## src/rtl/bf_pkg.sv

```systemverilog
// Shared command/state encodings for the bound-flasher controller and its lamp checker.
package bf_pkg;

  localparam int NUM_LAMPS_DEF = 16;

  localparam logic [1:0] CMD_CLEAR = 2'd0;
  localparam logic [1:0] CMD_ON    = 2'd1;
  localparam logic [1:0] CMD_OFF   = 2'd2;

  localparam logic [2:0] ST_IDLE_E = 3'd0;
  localparam logic [2:0] ST_UP1_E  = 3'd1;
  localparam logic [2:0] ST_DN1_E  = 3'd2;
  localparam logic [2:0] ST_UP2_E  = 3'd3;
  localparam logic [2:0] ST_DN2_E  = 3'd4;
  localparam logic [2:0] ST_UP3_E  = 3'd5;
  localparam logic [2:0] ST_DN3_E  = 3'd6;

  typedef enum logic [2:0] {
    ST_IDLE = ST_IDLE_E,
    ST_UP1  = ST_UP1_E,
    ST_DN1  = ST_DN1_E,
    ST_UP2  = ST_UP2_E,
    ST_DN2  = ST_DN2_E,
    ST_UP3  = ST_UP3_E,
    ST_DN3  = ST_DN3_E
  } state_t;

endpackage

```

## src/rtl/bf_lamp_checker.sv

```systemverilog
// Compares the datapath lamp bus with the thermometer code of the next level; sticky error flag.
module bf_lamp_checker
  import bf_pkg::*;
#(
  parameter int NUM_LAMPS = NUM_LAMPS_DEF,
  parameter int LVL_W     = $clog2(NUM_LAMPS + 1)
) (
  input  logic                 clk,
  input  logic                 rst_n,
  input  logic [LVL_W-1:0]     level_nxt,
  input  logic [NUM_LAMPS-1:0] lamp,
  output logic                 lamp_err
);

  function automatic logic [NUM_LAMPS-1:0] therm(input logic [LVL_W-1:0] n);
    logic [NUM_LAMPS-1:0] t;
    t = '0;
    for (int i = 0; i < NUM_LAMPS; i++) t[i] = (i < int'(n));
    return t;
  endfunction

  always_ff @(posedge clk or negedge rst_n) begin
    if (!rst_n)                         lamp_err <= 1'b0;
    else if (lamp != therm(level_nxt))  lamp_err <= 1'b1;
  end

endmodule

```

## src/rtl/bound_flasher_ctrl.sv

```systemverilog
// Bound-flasher command sequencer for the lamp shift datapath.
// Define BOUND_FLASHER_LAMP_CHECK_EN to cross-check the lamp bus against the level counter.
module bound_flasher_ctrl
  import bf_pkg::*;
#(
  parameter int NUM_LAMPS = NUM_LAMPS_DEF,
  parameter int LVL_A     = 6,
  parameter int LVL_B     = 11,
  parameter int LVL_C     = 5
) (
  input  logic                               clk,
  input  logic                               rst_n,
  input  logic                               flick,
  input  logic [NUM_LAMPS-1:0]               lamp,
  output logic [1:0]                         cmd,
  output logic [$clog2(NUM_LAMPS+1)-1:0]     level,
  output logic                               busy,
  output logic                               lamp_err
);

  localparam int LVL_W = $clog2(NUM_LAMPS + 1);
  localparam logic [LVL_W-1:0] LV_A   = LVL_W'(LVL_A);
  localparam logic [LVL_W-1:0] LV_B   = LVL_W'(LVL_B);
  localparam logic [LVL_W-1:0] LV_C   = LVL_W'(LVL_C);
  localparam logic [LVL_W-1:0] LV_MAX = LVL_W'(NUM_LAMPS);

  state_t           state, state_nxt;
  logic [LVL_W-1:0] level_nxt;
  logic             kick;

  always_comb begin
    cmd = CMD_CLEAR;
    case (state)
      ST_UP1, ST_UP2, ST_UP3: cmd = CMD_ON;
      ST_DN1, ST_DN2, ST_DN3: cmd = CMD_OFF;
      default:                cmd = CMD_CLEAR;
    endcase
  end

  assign busy = (state != ST_IDLE);

  // Counter mirrors what the datapath will hold after this edge.
  always_comb begin
    level_nxt = '0;
    case (cmd)
      CMD_ON:  level_nxt = (level == LV_MAX) ? level : level + 1'b1;
      CMD_OFF: level_nxt = (level == '0)     ? level : level - 1'b1;
      default: level_nxt = '0;
    endcase
  end

  assign kick = flick && ((level_nxt == LV_A) || (level_nxt == LV_B));

  always_comb begin
    state_nxt = state;
    case (state)
      ST_IDLE: if (flick)                 state_nxt = ST_UP1;
      ST_UP1:  if (level_nxt == LV_A)     state_nxt = ST_DN1;
      ST_DN1:  if (level_nxt == '0)       state_nxt = ST_UP2;
      ST_UP2:  if (kick)                  state_nxt = ST_DN1;
               else if (level_nxt == LV_B) state_nxt = ST_DN2;
      ST_DN2:  if (level_nxt == LV_C)     state_nxt = ST_UP3;
      ST_UP3:  if (kick)                  state_nxt = ST_DN2;
               else if (level_nxt == LV_MAX) state_nxt = ST_DN3;
      ST_DN3:  if (level_nxt == '0)       state_nxt = ST_IDLE;
      default:                            state_nxt = ST_IDLE;
    endcase
  end

  always_ff @(posedge clk or negedge rst_n) begin
    if (!rst_n) begin
      state <= ST_IDLE;
      level <= '0;
    end else begin
      state <= state_nxt;
      level <= level_nxt;
    end
  end

`ifdef BOUND_FLASHER_LAMP_CHECK_EN
  bf_lamp_checker #(
    .NUM_LAMPS (NUM_LAMPS),
    .LVL_W     (LVL_W)
  ) u_lamp_checker (
    .clk       (clk),
    .rst_n     (rst_n),
    .level_nxt (level_nxt),
    .lamp      (lamp),
    .lamp_err  (lamp_err)
  );
`else
  logic unused_lamp;
  assign unused_lamp = ^lamp;
  assign lamp_err    = 1'b0;
`endif

endmodule

```

## config.mk

```make
export PLATFORM = sky130hd
export DESIGN_NAME = bound_flasher_ctrl
export DESIGN_NICKNAME = d
export VERILOG_FILES = /design/src/rtl/bf_pkg.sv /design/src/rtl/bf_lamp_checker.sv /design/src/rtl/bound_flasher_ctrl.sv
export SDC_FILE = /design/constraint.sdc
export NUM_CORES = 1
export LEC_CHECK = 0
export ABC_AREA = 1
export CAP_MARGIN = 20
export CORE_UTILIZATION = 42
export CTS_CLUSTER_DIAMETER = 120
export DETAILED_ROUTE_END_ITERATION = 10
export PLACE_DENSITY_LB_ADDON = 0.08
export SYNTH_ARGS = -nofsm -noshare
export SYNTH_HDL_FRONTEND = slang
export SYNTH_HIERARCHICAL = 1
export SYNTH_SLANG_ARGS = --single-unit
```

## constraint.sdc

```tcl
create_clock -name clk -period 2.05 [get_ports clk]
set_input_delay 0.41 -clock clk [delete_from_list [all_inputs] [get_ports clk]]
set_output_delay 0.41 -clock clk [all_outputs]
set_load 0.03 [all_outputs]
```

==> impl_summary.md <==
Run status
The flow ran to the end, but the final reports show violations. The checks that failed: negative setup slack.

Critical path
The worst register-to-register path ends at state[1]. The end of the critical path is state[1]. Among the stages of the critical path, the cell type that occurs most often is sky130_fd_sc_hd__nor2_4. The critical path's top delay family is simple AND/OR/NAND/NOR gates. The slowest stage cell on the critical path is sky130_fd_sc_hd__dfrtp_2. The critical path arrival is roughly 2.3 ns.

The worst setup path is captured at a flop. Across all register-to-register paths, the minimum setup slack is -0.11 ns. The cell count along the critical path is 15. Traced cell by cell, the critical path runs through nor3_4 > nor2_4 > inv_2 > ha_4 > nand3_2 > nand2_2 > nand2_4 > nor2_4 > nand2_2 > o21ai_2 > nand3_2 > nor2_4 > nand3_4 > nand2_1 > nand2_1. The kind of critical path is flop to flop. In this run the worst setup path begins at state[1]. The worst endpoint required time is 2.19 ns. Together, buffers and inverters on the worst path number 1. The worst reg-to-reg path cell count is 15. The beginning of the worst register-to-register path is state[1]. On the worst path, the slowest cell contributes a delay of 0.45 ns.

The worst setup path is launched from a flop. Of all nets on the critical path, the largest fanout is 5.

Clock network
Buffers inserted to repair hold after CTS numbered 0. The clock tree root buffer cell is sky130_fd_sc_hd__clkbuf_4. The clock passes through at most 2 buffers. For the worst-skew pair, the clock arrives at the later sink with an insertion delay of 0.25 ns. CTS built an H-tree with a depth of 1. TritonCTS built the clock tree.

The total clock sinks is 8. Counting the buffers created by CTS gives 3. After clock tree synthesis, the clock-pin slew on the worst setup and hold paths is 0.05 ns.

Timing
The post-route worst setup slack is -0.107 ns. The worst path in the final design needs a cycle of about 2.2 ns, including I/O delays and setup. The count of pins over their slew limit is 0. Between clock sinks in the finished design, the worst skew comes to 0.00105 ns. The maximum frequency from static timing analysis is 0.464 GHz. Hold timing on the final database bottoms out at a slack of 0.422 ns. Setup violations remaining at the end of the flow were counted as 3.

Setup repair after global routing could not meet its margin everywhere. The share of the clock period used by the worst path after layout is 1.05. The count of endpoints failing hold in the final timing report was 0.

Layout
After filler insertion, the fill cell instance count of the layout stands at 170. The final net count is about 210. The finished cells cover 0.00142 mm². The post-route non-filler standard cell count is 215. Leaving out fill and tap cells, the most frequent cell in the layout is sky130_fd_sc_hd__nand2_1. The area growth from synthesis to layout is 54.9%. The library cells used most frequently in the layout, excluding fill and tap cells, are 34 x sky130_fd_sc_hd__nand2_1, 31 x sky130_fd_sc_hd__buf_4, 18 x sky130_fd_sc_hd__inv_1, 15 x sky130_fd_sc_hd__nand3_1, 11 x sky130_fd_sc_hd__nand2_2. The count of antenna diodes in the layout is 0. The fraction of layout cells with a size suffix above 1 is 0.463.

Logic synthesis
In this run the mean area of a mapped cell was approximately 6.1 µm². The number of standard cells after synthesis is 149. The number of different library cells in the post-synthesis netlist is 23. The Yosys step of the flow raised 6 warnings. The number of register bits inferred by synthesis is 8. The cell type contributing the most total cell area after synthesis is sky130_fd_sc_hd__dfrtp_1.

The net count after synthesis is between 150 and 200. Of the post-synthesis cell area, the dominant cell type holds 0.219. Summing every instance area after synthesis gives 913 µm².

After synthesis, the cell types taking the most area are sky130_fd_sc_hd__dfrtp_1 22%, sky130_fd_sc_hd__nand2_1 17%, sky130_fd_sc_hd__nand3_1 10%, sky130_fd_sc_hd__inv_1 10%, sky130_fd_sc_hd__ha_1 6.8%. The sequential element share of the synthesized area is 0.219.

Floorplanning
During I/O placement, the number of pins put on the boundary was 28. Measured along the y axis, the die boundary spans 48.6 µm. In this run the standard cell core region covers 0.00200 mm².

The starting density of the core is 0.456. The horizontal extent of the die is 48.6 µm. The area of the die is 0.00237 mm². The initialized floorplan defines 16 standard-cell rows.

Power
The power share of the clock group is 0.052. For this design the total switching power over the nets is 0.00115 W. Of the total power, combinational logic draws 0.816. Power spread over the standard cell area amounts to 1570 mW/mm². The part of the power in registers is 0.132. The internal portion of the total power is ~0.0011 W. The total design power is 0.00221 W.

The fraction of power spent switching nets is 0.520. The leakage power is approximately 0.76 nW. The peak supply drop is 0.000906 V.

Global route
Entering global routing, the biggest net connects 12 pins. Summed over all layers, the global routing overflow is 0. The via count of the first global-routing pass is approximately 1000. The first global-routing pass estimated 4280 µm of wire. In the global route stage, overall resource usage came out at 0.231.

The initial antenna violation count is 0.

Placed design
Counting tap cells, the placed design contains a total of between 200 and 250 instances. The final RePlAce weighted congestion is 0.867. The number of buffers added on ports is 10. The cell area after placement is 0.00119 mm². The detailed placer's ending HPWL is 1760 µm. OpenSTA, run right after detailed placement, puts the worst setup slack at -0.213 ns.

Routing
The final layout contains routed wiring with a total length of approximately 2400 µm. The first detailed-routing pass ran for 5 iterations. The final antenna-violating net count is 0. The total via count in the routed design is 1071.

In this run, the number of DRC markers left after iteration 0 of detailed routing was 26. After detailed routing, the number of remaining DRC violations is 0. Dividing the detail-routed via count by the number of cells gives 4.98. After detailed routing, the average wire length per cell comes to roughly 11 µm.

Flow run
Max-cap violations in this run came to 0.

Min path
The worst hold path belongs to the class input port to async pin.
[power groups by stage]
| stage | Combinational (W) | Sequential, W | Clock (W) |
|---|---|---|---|
| 2_1_floorplan | 0.000896 | 0.000297 | 0 |
| 3_3_place_gp | 0.00140 | 0.000278 | 0 |
| 3_5_place_dp | 0.00143 | 0.000279 | 0 |
| 4_1_cts | 0.00163 | 0.000292 | 0.000123 |
| 5_1_grt | 0.00201 | 0.000298 | 0.000136 |
| 6_report | 0.00181 | 0.000293 | 0.000114 |
[Yosys cell counts]
library cell	n
sky130_fd_sc_hd__a21oi_1	2
sky130_fd_sc_hd__a21oi_2	1
sky130_fd_sc_hd__buf_2	2
sky130_fd_sc_hd__buf_4	1
sky130_fd_sc_hd__buf_6	1
sky130_fd_sc_hd__conb_1	1
sky130_fd_sc_hd__dfrtp_1	8
sky130_fd_sc_hd__ha_1	5
sky130_fd_sc_hd__inv_1	25
sky130_fd_sc_hd__inv_2	1
sky130_fd_sc_hd__nand2_1	41
sky130_fd_sc_hd__nand2_2	5
sky130_fd_sc_hd__nand2_4	1
sky130_fd_sc_hd__nand3_1	19
sky130_fd_sc_hd__nand3_2	4
sky130_fd_sc_hd__nand3b_1	1
sky130_fd_sc_hd__nand4_1	5
sky130_fd_sc_hd__nor2_1	13
sky130_fd_sc_hd__nor2_2	6
sky130_fd_sc_hd__nor2_4	1
sky130_fd_sc_hd__nor3_1	3
sky130_fd_sc_hd__o21ai_1	2
sky130_fd_sc_hd__o21ai_2	1
[final cells by class]
cell class	instances	area (µm²)	area share
Clock buffer	3	22.5	0.0159
Tap cell	27	33.8	0.0239
Timing Repair Buffer	40	318	0.225
Inverter	26	100	0.0707
Multi-Input combinational cell	111	736	0.520
Sequential cell	8	205	0.145
[what timing repair did]
| action | CTS | global route |
|---|---|---|
| setup buffers | 6 | 2 |
| setup endpoints to repair | 5 | 5 |
| pin swaps | 9 | 17 |
| resized for setup | 24 | 20 |
[how the worst min path moves through the flow]
stage | start | to | slack, ns | cells past startpoint
6_report | rst_n | level[4] | 0.42 | 1
3_3_place_gp | state[1] | state[1] | 0.58 | 2
3_5_place_dp | state[1] | state[1] | 0.58 | 2
2_1_floorplan | rst_n | level[0] | 0.11 | 0
4_1_cts | rst_n | state[2] | 0.42 | 1
5_1_grt | rst_n | level[4] | 0.43 | 1
[flip-flops by register name, indices dropped and copies added, names as in the netlist]
signal / cells
level: 5
state: 3
[per-stage QoR]
stage,utilization,TNS [ns]
finish,0.707,-0.318
CTS,0.666,-0.270
detailed placement,0.595,-0.625
floorplan,-,0
global placement,0.595,-0.440
global route,0.707,-0.843
[layer usage]
metal / wire (µm) / share of wire / GRT usage
met1: 1100 / 0.46 / 0.298
met2: 1210 / 0.50 / 0.391
met3: 82 / 0.034 / 0.0283
met4: 19 / 0.0079 / 0.0882
met5: 0 / 0 / 0
[cell families after synthesis]
kind of cell | Yosys count | synth area share
other | 1 | 0.00411
AND/OR/NAND/NOR | 99 | 0.529
flip-flops | 8 | 0.219
AO/OA/AOI/OAI | 6 | 0.0411
buffers and inverters | 30 | 0.138
adder cells (fa/ha/maj) | 5 | 0.0685
No activity file was read; power rests on OpenSTA's default activity.
